`src/rtl/updi_break_detect.sv`:
```
// UPDI break / double-break detector.
// Measures low and high run lengths on the sampled UPDI line. One counter is
// shared by all states. The detector pulses break_det when a low run of at
// least BREAK_CLK samples ends. It pulses double_break_det together with
// break_det when a second such run follows a gap of at most GAP_MAX_CLK high
// samples.
// Optional macro UPDI_BREAK_SYNC_EN: passes rx through a 2-flop synchronizer,
// which adds 2 cycles of latency. The run-length thresholds do not change.
module updi_break_detect #(
    parameter int unsigned BREAK_CLK   = 10,
    parameter int unsigned GAP_MAX_CLK = 20
) (
    input  logic clk,
    input  logic rst,
    input  logic en,
    input  logic rx,
    output logic busy,
    output logic break_det,
    output logic double_break_det
);

    localparam int unsigned MaxClk = (BREAK_CLK > GAP_MAX_CLK) ? BREAK_CLK : GAP_MAX_CLK;
    localparam int unsigned CntW   = $clog2(MaxClk + 2);

    localparam logic [CntW-1:0] CntOne   = CntW'(1);
    localparam logic [CntW-1:0] CntSat   = {CntW{1'b1}};
    localparam logic [CntW-1:0] BreakThr = CntW'(BREAK_CLK);
    localparam logic [CntW-1:0] GapThr   = CntW'(GAP_MAX_CLK);

    typedef enum logic [1:0] {
        StIdle = 2'd0,
        StLow1 = 2'd1,
        StGap  = 2'd2,
        StLow2 = 2'd3
    } state_e;

    state_e          r_state;
    state_e          w_state_d;
    logic [CntW-1:0] r_cnt;
    logic [CntW-1:0] w_cnt_d;
    logic [CntW-1:0] w_cnt_inc;
    logic            r_break_det;
    logic            r_double_det;
    logic            w_break_d;
    logic            w_double_d;
    logic            w_s;

`ifdef UPDI_BREAK_SYNC_EN
    logic [1:0] r_sync;

    // Two-flop synchronizer; preset high so reset release never looks like a low
    always_ff @(posedge clk or posedge rst) begin
        if (rst) begin
            r_sync <= 2'b11;
        end else begin
            r_sync <= {r_sync[0], rx};
        end
    end

    assign w_s = r_sync[1];
`else
    assign w_s = rx;
`endif

    // Saturating increment of the shared run counter
    assign w_cnt_inc = (r_cnt == CntSat) ? r_cnt : r_cnt + CntOne;

    // State, counter and registered pulse outputs
    always_ff @(posedge clk or posedge rst) begin
        if (rst) begin
            r_state      <= StIdle;
            r_cnt        <= '0;
            r_break_det  <= 1'b0;
            r_double_det <= 1'b0;
        end else begin
            r_state      <= w_state_d;
            r_cnt        <= w_cnt_d;
            r_break_det  <= w_break_d;
            r_double_det <= w_double_d;
        end
    end

    // Next-state, next-count and pulse decisions
    always_comb begin
        w_state_d  = r_state;
        w_cnt_d    = r_cnt;
        w_break_d  = 1'b0;
        w_double_d = 1'b0;

        if (!en) begin
            // Disable wins in every state and suppresses any pending pulse
            w_state_d = StIdle;
            w_cnt_d   = '0;
        end else begin
            unique case (r_state)
                StIdle: begin
                    if (!w_s) begin
                        w_state_d = StLow1;
                        w_cnt_d   = CntOne;
                    end
                end
                StLow1: begin
                    if (!w_s) begin
                        w_cnt_d = w_cnt_inc;
                    end else if (r_cnt >= BreakThr) begin
                        // The rising sample is the first high of the gap
                        w_state_d = StGap;
                        w_cnt_d   = CntOne;
                        w_break_d = 1'b1;
                    end else begin
                        w_state_d = StIdle;
                        w_cnt_d   = '0;
                    end
                end
                StGap: begin
                    if (!w_s) begin
                        w_state_d = StLow2;
                        w_cnt_d   = CntOne;
                    end else if (r_cnt >= GapThr) begin
                        // One high sample past the allowed gap
                        w_state_d = StIdle;
                        w_cnt_d   = '0;
                    end else begin
                        w_cnt_d = w_cnt_inc;
                    end
                end
                StLow2: begin
                    if (!w_s) begin
                        w_cnt_d = w_cnt_inc;
                    end else begin
                        // A third break always starts a fresh sequence from idle
                        w_state_d  = StIdle;
                        w_cnt_d    = '0;
                        w_break_d  = (r_cnt >= BreakThr);
                        w_double_d = (r_cnt >= BreakThr);
                    end
                end
                default: begin
                    w_state_d = StIdle;
                    w_cnt_d   = '0;
                end
            endcase
        end
    end

    // Output decode
    always_comb begin
        busy             = (r_state != StIdle);
        break_det        = r_break_det;
        double_break_det = r_double_det;
    end

endmodule

```
`config.mk`:
```
export PLATFORM = sky130hd
export DESIGN_NAME = updi_break_detect
export DESIGN_NICKNAME = d
export VERILOG_FILES = /design/src/rtl/updi_break_detect.sv
export SDC_FILE = /design/constraint.sdc
export NUM_CORES = 1
export LEC_CHECK = 0
export ABC_AREA = 1
export BUFFER_PORTS_ARGS = -buffer_cell sky130_fd_sc_hd__buf_2
export CAP_MARGIN = 30
export CORE_AREA = 2 2 39 41
export DETAILED_ROUTE_END_ITERATION = 16
export DIE_AREA = 0 0 41 43
export GPL_ROUTABILITY_DRIVEN = 0
export PLACE_DENSITY = 0.6
export SYNTH_ARGS = -nofsm -noshare
export SYNTH_HDL_FRONTEND = slang
export SYNTH_SLANG_ARGS = --single-unit
```
`constraint.sdc`:
```
create_clock -name clk -period 1.87 [get_ports clk]
set_input_delay 0.374 -clock clk [delete_from_list [all_inputs] [get_ports clk]]
set_output_delay 0.374 -clock clk [all_outputs]
set_load 0.02 [all_outputs]
```
==> results of run 1 <==
## power groups by stage
stage	Combinational, mW	Clock (mW)	Sequential [mW]
6_report	0.0422	0.157	0.202
5_1_grt	0.0500	0.168	0.203
4_1_cts	0.0435	0.161	0.202
3_5_place_dp	0.0433	0	0.206
3_3_place_gp	0.0426	0	0.206
2_1_floorplan	0.0304	0	0.205
## flip-flops by register name, summed over array words and instances, names as in the netlist
register and flops:
r_state 2, r_cnt 5, break_det 1, double_break_det 1
## area by class of cell
| type | count | area share (%) |
|---|---|---|
| clock buffers | 4 | 4.00 |
| inverters | 15 | 8.57 |
| repair buffers | 6 | 4.57 |
| multi-input cells | 57 | 45.5 |
| well taps | 16 | 3.05 |
| flip-flops and latches | 9 | 34.3 |
## synth_stat cells
cell      number  area (um^2)
nand2_1       22         82.6
nor4_1         1         6.26
nor3_1         2         10.0
nor2_4         1         11.3
o21ai_0        1         5.00
nand2_2        2         12.5
nor2_1         3         11.3
ha_1           2         25.0
inv_2          3         11.3
or2_2          1         6.26
nand3_2        2         20.0
a22oi_1        1         7.51
a21oi_1        4         20.0
inv_1         11         41.3
o21ai_1        5         25.0
buf_6          1         11.3
o22ai_1        2         12.5
nand4_1        3         18.8
nand3_1        5         25.0
dfrtp_1        9          225
clkinv_1       1         3.75
## stage by stage
step	util [%]	hold WS (ns)
after CTS	47.5	0.0798
after floorplan	-	0.202
final	47.5	0.0624
after global placement	45.6	0.367
after global routing	47.5	0.106
after detailed placement	45.6	0.370
## routing by layer
| metal | up-vias | share of wire (%) |
|---|---|---|
| met3 | 4 | 1.6 |
| met2 | 9 | 49 |
| met1 | 244 | 47 |
| met4 | 0 | 2.1 |
| met5 | - | 0 |
| li1 | 283 | - |
## cells by family (layout without fill, tap and decap cells)
group,after synthesis,after routing,synth area share [%]
fa+ha+maj,2,2,4.23
buf+inv,16,25,11.4
compound gates,13,13,11.8
flops,9,9,38.1
simple gates,42,42,34.5
## how the worst max path moves through the flow
stage / startpoint / to / cells past startpoint
floorplan: r_cnt[0] / r_cnt[0] / 10
finish: r_state[0] / busy / 3
global route: r_cnt[1] / r_cnt[0] / 10
detailed placement: r_cnt[1] / r_cnt[0] / 10
global placement: r_cnt[1] / r_cnt[0] / 10
CTS: r_state[0] / busy / 3
==> out/results.tsv, run 1 <==
metric	value	unit
status	finished, final reports clean	
Max-cap violations	0	
initial antenna violation count	0	
Die Span Y	43	um
Hold Fails Final Rpt	0	
Reg clk slew, reported paths	0.07	ns
Power Total	401	uW
register area share after synthesis	38.1	%
maximum fanout along the worst path	9	
post-route insts no fill	107	
dpl cells	103	
TritonCTS clock tree	built	
CTS sink cnt	9	
most frequent cells in the layout	22 x nand2_1, 11 x inv_1, 9 x dfrtp_1	
Cell Int Power	294	uW
crit path DAT	1.06	ns
vias in the first global route	478	
FF+latch area	225	um^2
layout cells sized above 1	19.8	%
placed cell areas	631	um^2
R2R depth	10	
gr ovfl total	0	
M1 GR Usage	22.2	%
RSZ-0062 raised after global routing	no	
Syn Area/Cell	7.22	um^2
critical path class	flip-flop to primary output	
DR DRC count	0	
Setup Viol. Count Final	0	
top-level port count	7	
CTS buffer count	3	
FF+latch count, synth	9	
Crit path max-delay family	flip-flops	
switching power	108	uW
Total GRT Usage	17.0	%
Ys Warns	0	
Reg power frac	50.4	%
Final period util	76.6	%
ANT cells	0	
Worst path slowest cell	dfrtp_1	
pre-CTS WS	0.501	ns
setup TNS	0	ns
critical-path cell list	inv_2 > nand2_2 > buf_2	
most common cell after layout, fill and taps aside	nand2_1	
R2R Setup Slk	0.48	ns
most used routing layer	met2	
Worst setup EP type	primary output	
area grow syn2layout	11.0	%
setup bufs post-CTS	0	
FP Rows	14	
Gate Count Post-Synth	82	
first-pass GRT wire length	2010	um
# hold bufs at CTS	0	
DRT Wirelength	1150	um
router iterations before antenna repair	3	
switching share of power	26.9	%
reg2reg end	r_cnt[0]	
Pleak	0.331	nW
core area	1380	um^2
crit path time final	1.43	ns
Rel. slew slack	75.3	%
slowest stage delay, CP	0.42	ns
VDD IR max	0.000328	V
Yosys cell types	21	
port bufs	6	
Worst-Skew Late Latency	0.27	ns
GR Util met2	25.9	%
Root Buffer	clkbuf_4	
CP startpoint kind	flip-flop	
Worst Skew	0.00965	ns
final worst slack	0.437	ns
CP bufs+invs	2	
GRT met3 Usage	1.57	%
DPL Wire Length	948	um
clk buf depth	2	
remaining antenna violation count after routing	0	
DIE WIDTH	41	um
Die ar.	1760	um^2
post-CTS resize count	0	
reg2reg start	r_cnt[1]	
Final Slew Violations	0	
DRT iter0 DRCs	5	
drt wl/cell	10.8	um
H-Tree Depth	1	
Hold Crit Class	primary input to asynchronous set/reset pin	
post-synthesis cell area	592	um^2
area of the multi-input gates	299	um^2
Via Count	540	
ratio of total power to cell area	611	nW/um^2
worst endpoint required time	1.50	ns
final net count	98	
clock power share	39.1	%
largest net degree at the start of global routing	10	
routed vias/inst	5.05	
Final Cell Area	657	um^2
worst-margin pin slew	0.369	ns
Mapped Nets	88	
starting density of the core	42.8	%
fill count	153	
achievable clock frequency	698	MHz
Gate power share	10.5	%
Power figures use the tool's default switching activity.
==> run 2: changes to the inputs <==
==> constraint.sdc (replaced) <==
create_clock -name clk -period 1.4 [get_ports clk]
set_input_delay 0.28 -clock clk [delete_from_list [all_inputs] [get_ports clk]]
set_output_delay 0.28 -clock clk [all_outputs]
set_load 0.02 [all_outputs]
==> run 2 against run 1 <==
  * Clock skew fell by 0.0082 ns
  * Register-to-register slack worse by 0.35 ns
  * Sequential share of layout area shrank 1.6 points
  * Wire length shrank 2.6%
  * Non-clock buffer count up 4
  * Clock-buffer cell count fell by 1
  * Critical endpoint unchanged
  * Critical path type unchanged
  * Hold slack improved by 0.17 ns
  * Combinational power rose by 55%
  * Cell area rose by 5.3%
==> out/results.tsv, run 2 (synthesized netlist as in run 1, its figures left out) <==
metric	value	unit	change
Final Slew Violations	0		unchanged
Reg clk slew, reported paths	0.06	ns	was 0.07 ns
CTS buffer count	3		unchanged
clk buf depth	2		unchanged
first-pass GRT wire length	1880	um	was 2010 um
clock power share	36.7	%	was 39.1%
Final period util	94.6	%	
fill count	140		was 153
gr ovfl total	0		unchanged
remaining antenna violation count after routing	0		unchanged
Cell Int Power	393	uW	was 294 uW
DIE WIDTH	41	um	unchanged
critical path class	flip-flop to primary output		unchanged
total stage count of the critical path	3		unchanged
worst endpoint required time	1.12	ns	was 1.50 ns
Worst path slowest cell	dfrtp_1		unchanged
Top reg by flops	r_cnt		unchanged
H-Tree Depth	1		unchanged
router iterations before antenna repair	4		was 3
Gate power share	12.4	%	was 10.5%
most frequent cells in the layout	22 x nand2_1, 11 x inv_1, 8 x dfrtp_1		was 22 x nand2_1, 11 x inv_1, 9 x dfrtp_1
drt wl/cell	10.1	um	was 10.8 um
CTS sink cnt	9		unchanged
final net count	102		was 98
setup TNS	0	ns	unchanged
Die ar.	1760	um^2	unchanged
critical-path cell list	inv_2 > nand2_2 > buf_2		unchanged
hold path cells	2		
Root Buffer	clkbuf_4		unchanged
initial antenna violation count	0		unchanged
maximum fanout along the worst path	9		unchanged
core area	1380	um^2	unchanged
TritonCTS clock tree	built		unchanged
crit path time final	1.32	ns	
Hold Crit Class	primary input to flip-flop		was primary input to asynchronous set/reset pin
setup bufs post-CTS	0		unchanged
Worst-Skew Late Latency	0.26	ns	was 0.27 ns
Pleak	0.352	nW	was 0.331 nW
biggest regs	r_cnt: 5 flops, r_state: 2 flops		unchanged
Via Count	546		was 540
VDD IR max	0.000482	V	was 0.000328 V
CP startpoint kind	flip-flop		unchanged
Power Total	527	uW	was 401 uW
slowest stage delay, CP	0.42	ns	about the same
Hold Fails Final Rpt	0		unchanged
status	finished, final reports clean		unchanged
vias in the first global route	445		was 478
max reg flops	5		unchanged
Crit path max-delay family	flip-flops		unchanged
port bufs	6		unchanged
Worst Skew	0.00146	ns	was 0.00965 ns
DR DRC count	0		unchanged
ANT cells	0		unchanged
achievable clock frequency	755	MHz	
starting density of the core	42.8	%	unchanged
most common cell after layout, fill and taps aside	nand2_1		unchanged
DRT Wirelength	1120	um	was 1150 um
Setup Viol. Count Final	0		unchanged
Max-cap violations	0		unchanged
worst-margin pin slew	0.347	ns	was 0.369 ns
ratio of total power to cell area	762	nW/um^2	was 611 nW/um^2
layout cells sized above 1	24.2	%	was 19.8%
Rel. slew slack	76.8	%	was 75.3%
Final Util	50.0	%	was 47.5%
DRT iter0 DRCs	15		was 5
crit path DAT	1.04	ns	was 1.06 ns
R2R depth	10		unchanged
CP bufs+invs	2		unchanged
top-level port count	7		unchanged
routed vias/inst	4.92		was 5.05
DPL Wire Length	891	um	was 948 um
FP Rows	14		unchanged
switching power	134	uW	was 108 uW
Worst setup EP type	primary output		unchanged
Total GRT Usage	16.2	%	was 17.0%
largest net degree at the start of global routing	10		unchanged
area grow syn2layout	16.9	%	was 11.0%
switching share of power	25.5	%	was 26.9%
Reg power frac	50.8	%	was 50.4%
RSZ-0062 raised after global routing	no		unchanged
R2R Setup Slk	0.13	ns	was 0.48 ns
Die Span Y	43	um	unchanged
## run 2: cell count changes in the layout (fill, tap and decap cells not counted), sizes merged
| cell | previous run | this run |
|---|---|---|
| dlygate4sd3 | 0 | 1 |
| clkinv | 1 | 2 |
| buf | 6 | 9 |
| clkbuf | 4 | 3 |
## run 2: what timing repair did
item / CTS / global route
endpoints found under the hold margin: 9 / 0
hold buffers: 1 / 0
setup endpoints to repair: 0 / 2
resized for setup: 0 / 1
## run 2: per-layer routing
layer | vias to the layer above | GRT usage (%) | share of wire [%]
li1 | 295 | - | -
met5 | - | 0 | 0
met1 | 236 | 23.3 | 45
met3 | 2 | 1.57 | 2.8
met4 | 0 | 10.0 | 0.71
met2 | 13 | 22.5 | 51
## run 2: cell type report
type	count	area (um^2)	share of cell area (%)
multi-input cells	57	299	43.2
inverters	15	56.3	8.14
well taps	16	20.0	2.89
repair buffers	10	62.6	9.04
flip-flops and latches	9	226	32.7
clock buffers	3	22.5	3.25
clock inverters	1	5.00	0.723
## run 2: path summary, 6_finish.rpt
check	from	to
worst min-delay path	rx	r_state[0]
worst min register to register	r_cnt[4]	r_cnt[4]
worst max register to register	r_cnt[0]	r_cnt[0]
worst max-delay path	r_state[0]	busy
min in group asynchronous	rst	double_break_det
max in group asynchronous	rst	r_cnt[2]
## run 2: metrics by stage
stage | hold slack (ns) | setup WS (ns) | cell area, um^2 | cells
CTS | 0.229 | 0.0648 | 691 | 111
finish | 0.233 | 0.0759 | 692 | 111
floorplan | 0.108 | 0.149 | 592 | 82
global placement | 0.270 | 0.156 | 653 | 106
detailed placement | 0.260 | 0.135 | 653 | 106
global route | 0.245 | 0.00884 | 692 | 111
## run 2: power groups by stage
stage,clock [mW],combinational (mW),sequential (mW)
floorplan,0,0.0406,0.274
global placement,0,0.0642,0.273
detailed placement,0,0.0643,0.273
CTS,0.202,0.0666,0.268
global route,0.213,0.0744,0.268
finish,0.194,0.0656,0.268
==> run 3: changes to the inputs <==
--- a/config.mk
+++ b/config.mk
@@ -8,11 +8,13 @@
 export ABC_AREA = 1
 export BUFFER_PORTS_ARGS = -buffer_cell sky130_fd_sc_hd__buf_2
 export CAP_MARGIN = 30
-export CORE_AREA = 2 2 39 41
+export CELL_PAD_IN_SITES_DETAIL_PLACEMENT = 0
+export CELL_PAD_IN_SITES_GLOBAL_PLACEMENT = 2
+export CORE_MARGIN = 2
+export CORE_UTILIZATION = 30
 export DETAILED_ROUTE_END_ITERATION = 16
-export DIE_AREA = 0 0 41 43
 export GPL_ROUTABILITY_DRIVEN = 0
-export PLACE_DENSITY = 0.6
+export PLACE_DENSITY = 0.69
 export SYNTH_ARGS = -nofsm -noshare
 export SYNTH_HDL_FRONTEND = slang
 export SYNTH_SLANG_ARGS = --single-unit
==> run 3 against run 2 <==
  * Combinational power is 2% higher
  * Critical path depth unchanged
  * Fmax about the same
  * Cell area rose by 2.0%
  * Register-to-register slack hardly changed
  * Critical endpoint unchanged
  * Hold slack got worse by 0.0053 ns
  * Utilization decreased by 13 points
  * Die area increased by 33%
  * Non-clock buffer count unchanged
  * Sequential share of layout area fell by 0.82 points
  * Global-route usage decreased by 3.8 points
==> out/results.tsv, run 3 (synthesized netlist as in run 1, its figures left out) <==
metric	value	unit	change
Setup Viol. Count Final	0		unchanged
DIE WIDTH	48.4	um	was 41 um
DPL Wire Length	972	um	was 891 um
TritonCTS clock tree	built		unchanged
DRT iter0 DRCs	15		unchanged
Total GRT Usage	12.4	%	was 16.2%
Via Count	552		was 546
first-pass GRT wire length	2210	um	was 1880 um
Worst Skew	0.00457	ns	was 0.00146 ns
crit path DAT	1.04	ns	about the same
port bufs	6		unchanged
gr ovfl total	0		unchanged
biggest regs	r_cnt: 5 flops, r_state: 2 flops		unchanged
Rel. slew slack	74.8	%	was 76.8%
Hold Fails Final Rpt	0		unchanged
worst-margin pin slew	0.378	ns	was 0.347 ns
fill count	216		was 140
reg2reg start	r_cnt[0]		unchanged
starting density of the core	31.1	%	was 42.8%
Reg clk slew, reported paths	0.07	ns	was 0.06 ns
drt wl/cell	10.4	um	was 10.1 um
hold_ws	0.228	ns	was 0.233 ns
sink of the worst hold path	r_state[0]		unchanged
Power Total	541	uW	was 527 uW
FP Rows	16		was 14
R2R depth	10		unchanged
Hold Crit Class	primary input to flip-flop		unchanged
Top reg by flops	r_cnt		unchanged
Die ar.	2340	um^2	was 1760 um^2
CP startpoint kind	flip-flop		unchanged
CP bufs+invs	2		unchanged
R2R Setup Slk	0.13	ns	about the same
initial antenna violation count	0		unchanged
setup TNS	0	ns	unchanged
setup bufs post-CTS	0		unchanged
worst endpoint required time	1.12	ns	about the same
remaining antenna violation count after routing	0		unchanged
core area	1900	um^2	was 1380 um^2
top-level port count	7		unchanged
ratio of total power to cell area	767	nW/um^2	was 762 nW/um^2
clk buf depth	2		unchanged
Max-cap violations	0		unchanged
vias in the first global route	489		was 445
Pleak	0.352	nW	about the same
slowest stage delay, CP	0.43	ns	was 0.42 ns
maximum fanout along the worst path	5		was 9
final worst slack	0.0767	ns	was 0.0759 ns
layout cells sized above 1	22.1	%	was 24.2%
max reg flops	5		unchanged
DRT Wirelength	1260	um	was 1120 um
achievable clock frequency	756	MHz	was 755 MHz
worst hold start	rx		unchanged
Die Span Y	48.4	um	was 43 um
status	finished, final reports clean		unchanged
H-Tree Depth	1		unchanged
critical-path cell list	inv_2 > nand2_2 > buf_2		unchanged
final net count	102		unchanged
Worst-Skew Late Latency	0.26	ns	about the same
most frequent cells in the layout	22 x nand2_1, 11 x inv_1, 9 x dfrtp_1		was 22 x nand2_1, 11 x inv_1, 8 x dfrtp_1
Final period util	94.5	%	was 94.6%
RSZ-0062 raised after global routing	no		unchanged
critical path class	flip-flop to primary output		unchanged
Final Slew Violations	0		unchanged
area grow syn2layout	19.2	%	was 16.9%
Worst path slowest cell	dfrtp_1		unchanged
VDD IR max	0.000280	V	was 0.000482 V
CTS sink cnt	9		unchanged
CTS buffer count	3		unchanged
largest net degree at the start of global routing	10		unchanged
most common cell after layout, fill and taps aside	nand2_1		unchanged
ANT cells	0		unchanged
Root Buffer	clkbuf_4		unchanged
hold path cells	2		unchanged
reg2reg end	r_cnt[0]		unchanged
crit path time final	1.32	ns	about the same
Worst setup EP type	primary output		unchanged
pre-CTS WS	0.126	ns	was 0.135 ns
router iterations before antenna repair	4		unchanged
DR DRC count	0		unchanged
Crit path max-delay family	flip-flops		unchanged
total stage count of the critical path	3		unchanged
routed vias/inst	4.52		was 4.92
run 3: worst max path at each step:
| stage | startpoint | endpoint | slack [ns] |
|---|---|---|---|
| after floorplan | r_cnt[0] | r_cnt[0] | 0.15 |
| after global placement | r_cnt[0] | r_cnt[0] | 0.11 |
| after detailed placement | r_cnt[1] | r_cnt[0] | 0.13 |
| after CTS | r_state[0] | busy | 0.06 |
| after global routing | r_cnt[0] | r_cnt[0] | 0.002 |
| final | r_state[1] | busy | 0.08 |
run 3: final cells by class:
| class | count | area (um^2) | area share (%) |
|---|---|---|---|
| Clock buffer | 4 | 26.3 | 3.72 |
| Inverter | 15 | 58.8 | 8.33 |
| Multi-Input combinational cell | 57 | 299 | 42.4 |
| Sequential cell | 9 | 225 | 31.9 |
| Tap cell | 27 | 33.8 | 4.79 |
| Timing Repair Buffer | 10 | 62.6 | 8.87 |
run 3: what timing repair did:
item | 4_1_cts | 5_1_grt
endpoints found under the setup margin | 0 | 1
endpoints found under the hold margin | 9 | 0
gates resized for setup | 0 | 1
hold buffers | 1 | 0
run 3: stage by stage:
step | cell area [um^2] | cells | util, %
4_1_cts | 703 | 122 | 37.0
2_1_floorplan | 592 | 82 | -
5_1_grt | 706 | 122 | 37.1
6_report | 706 | 122 | 37.1
3_5_place_dp | 667 | 117 | 35.1
3_3_place_gp | 667 | 117 | 35.1
run 3: routing by layer:
metal  wire (um)  GRT usage [%]
met3          40           2.78
met4           8           5.71
met1         686           18.7
met5           0              0
met2         528           16.4
run 3: power by group:
group / internal (mW) / switching (mW)
clock: 0.110 / 0.0961
sequential: 0.264 / 0.00379
combinational: 0.0235 / 0.0435
total: 0.398 / 0.143
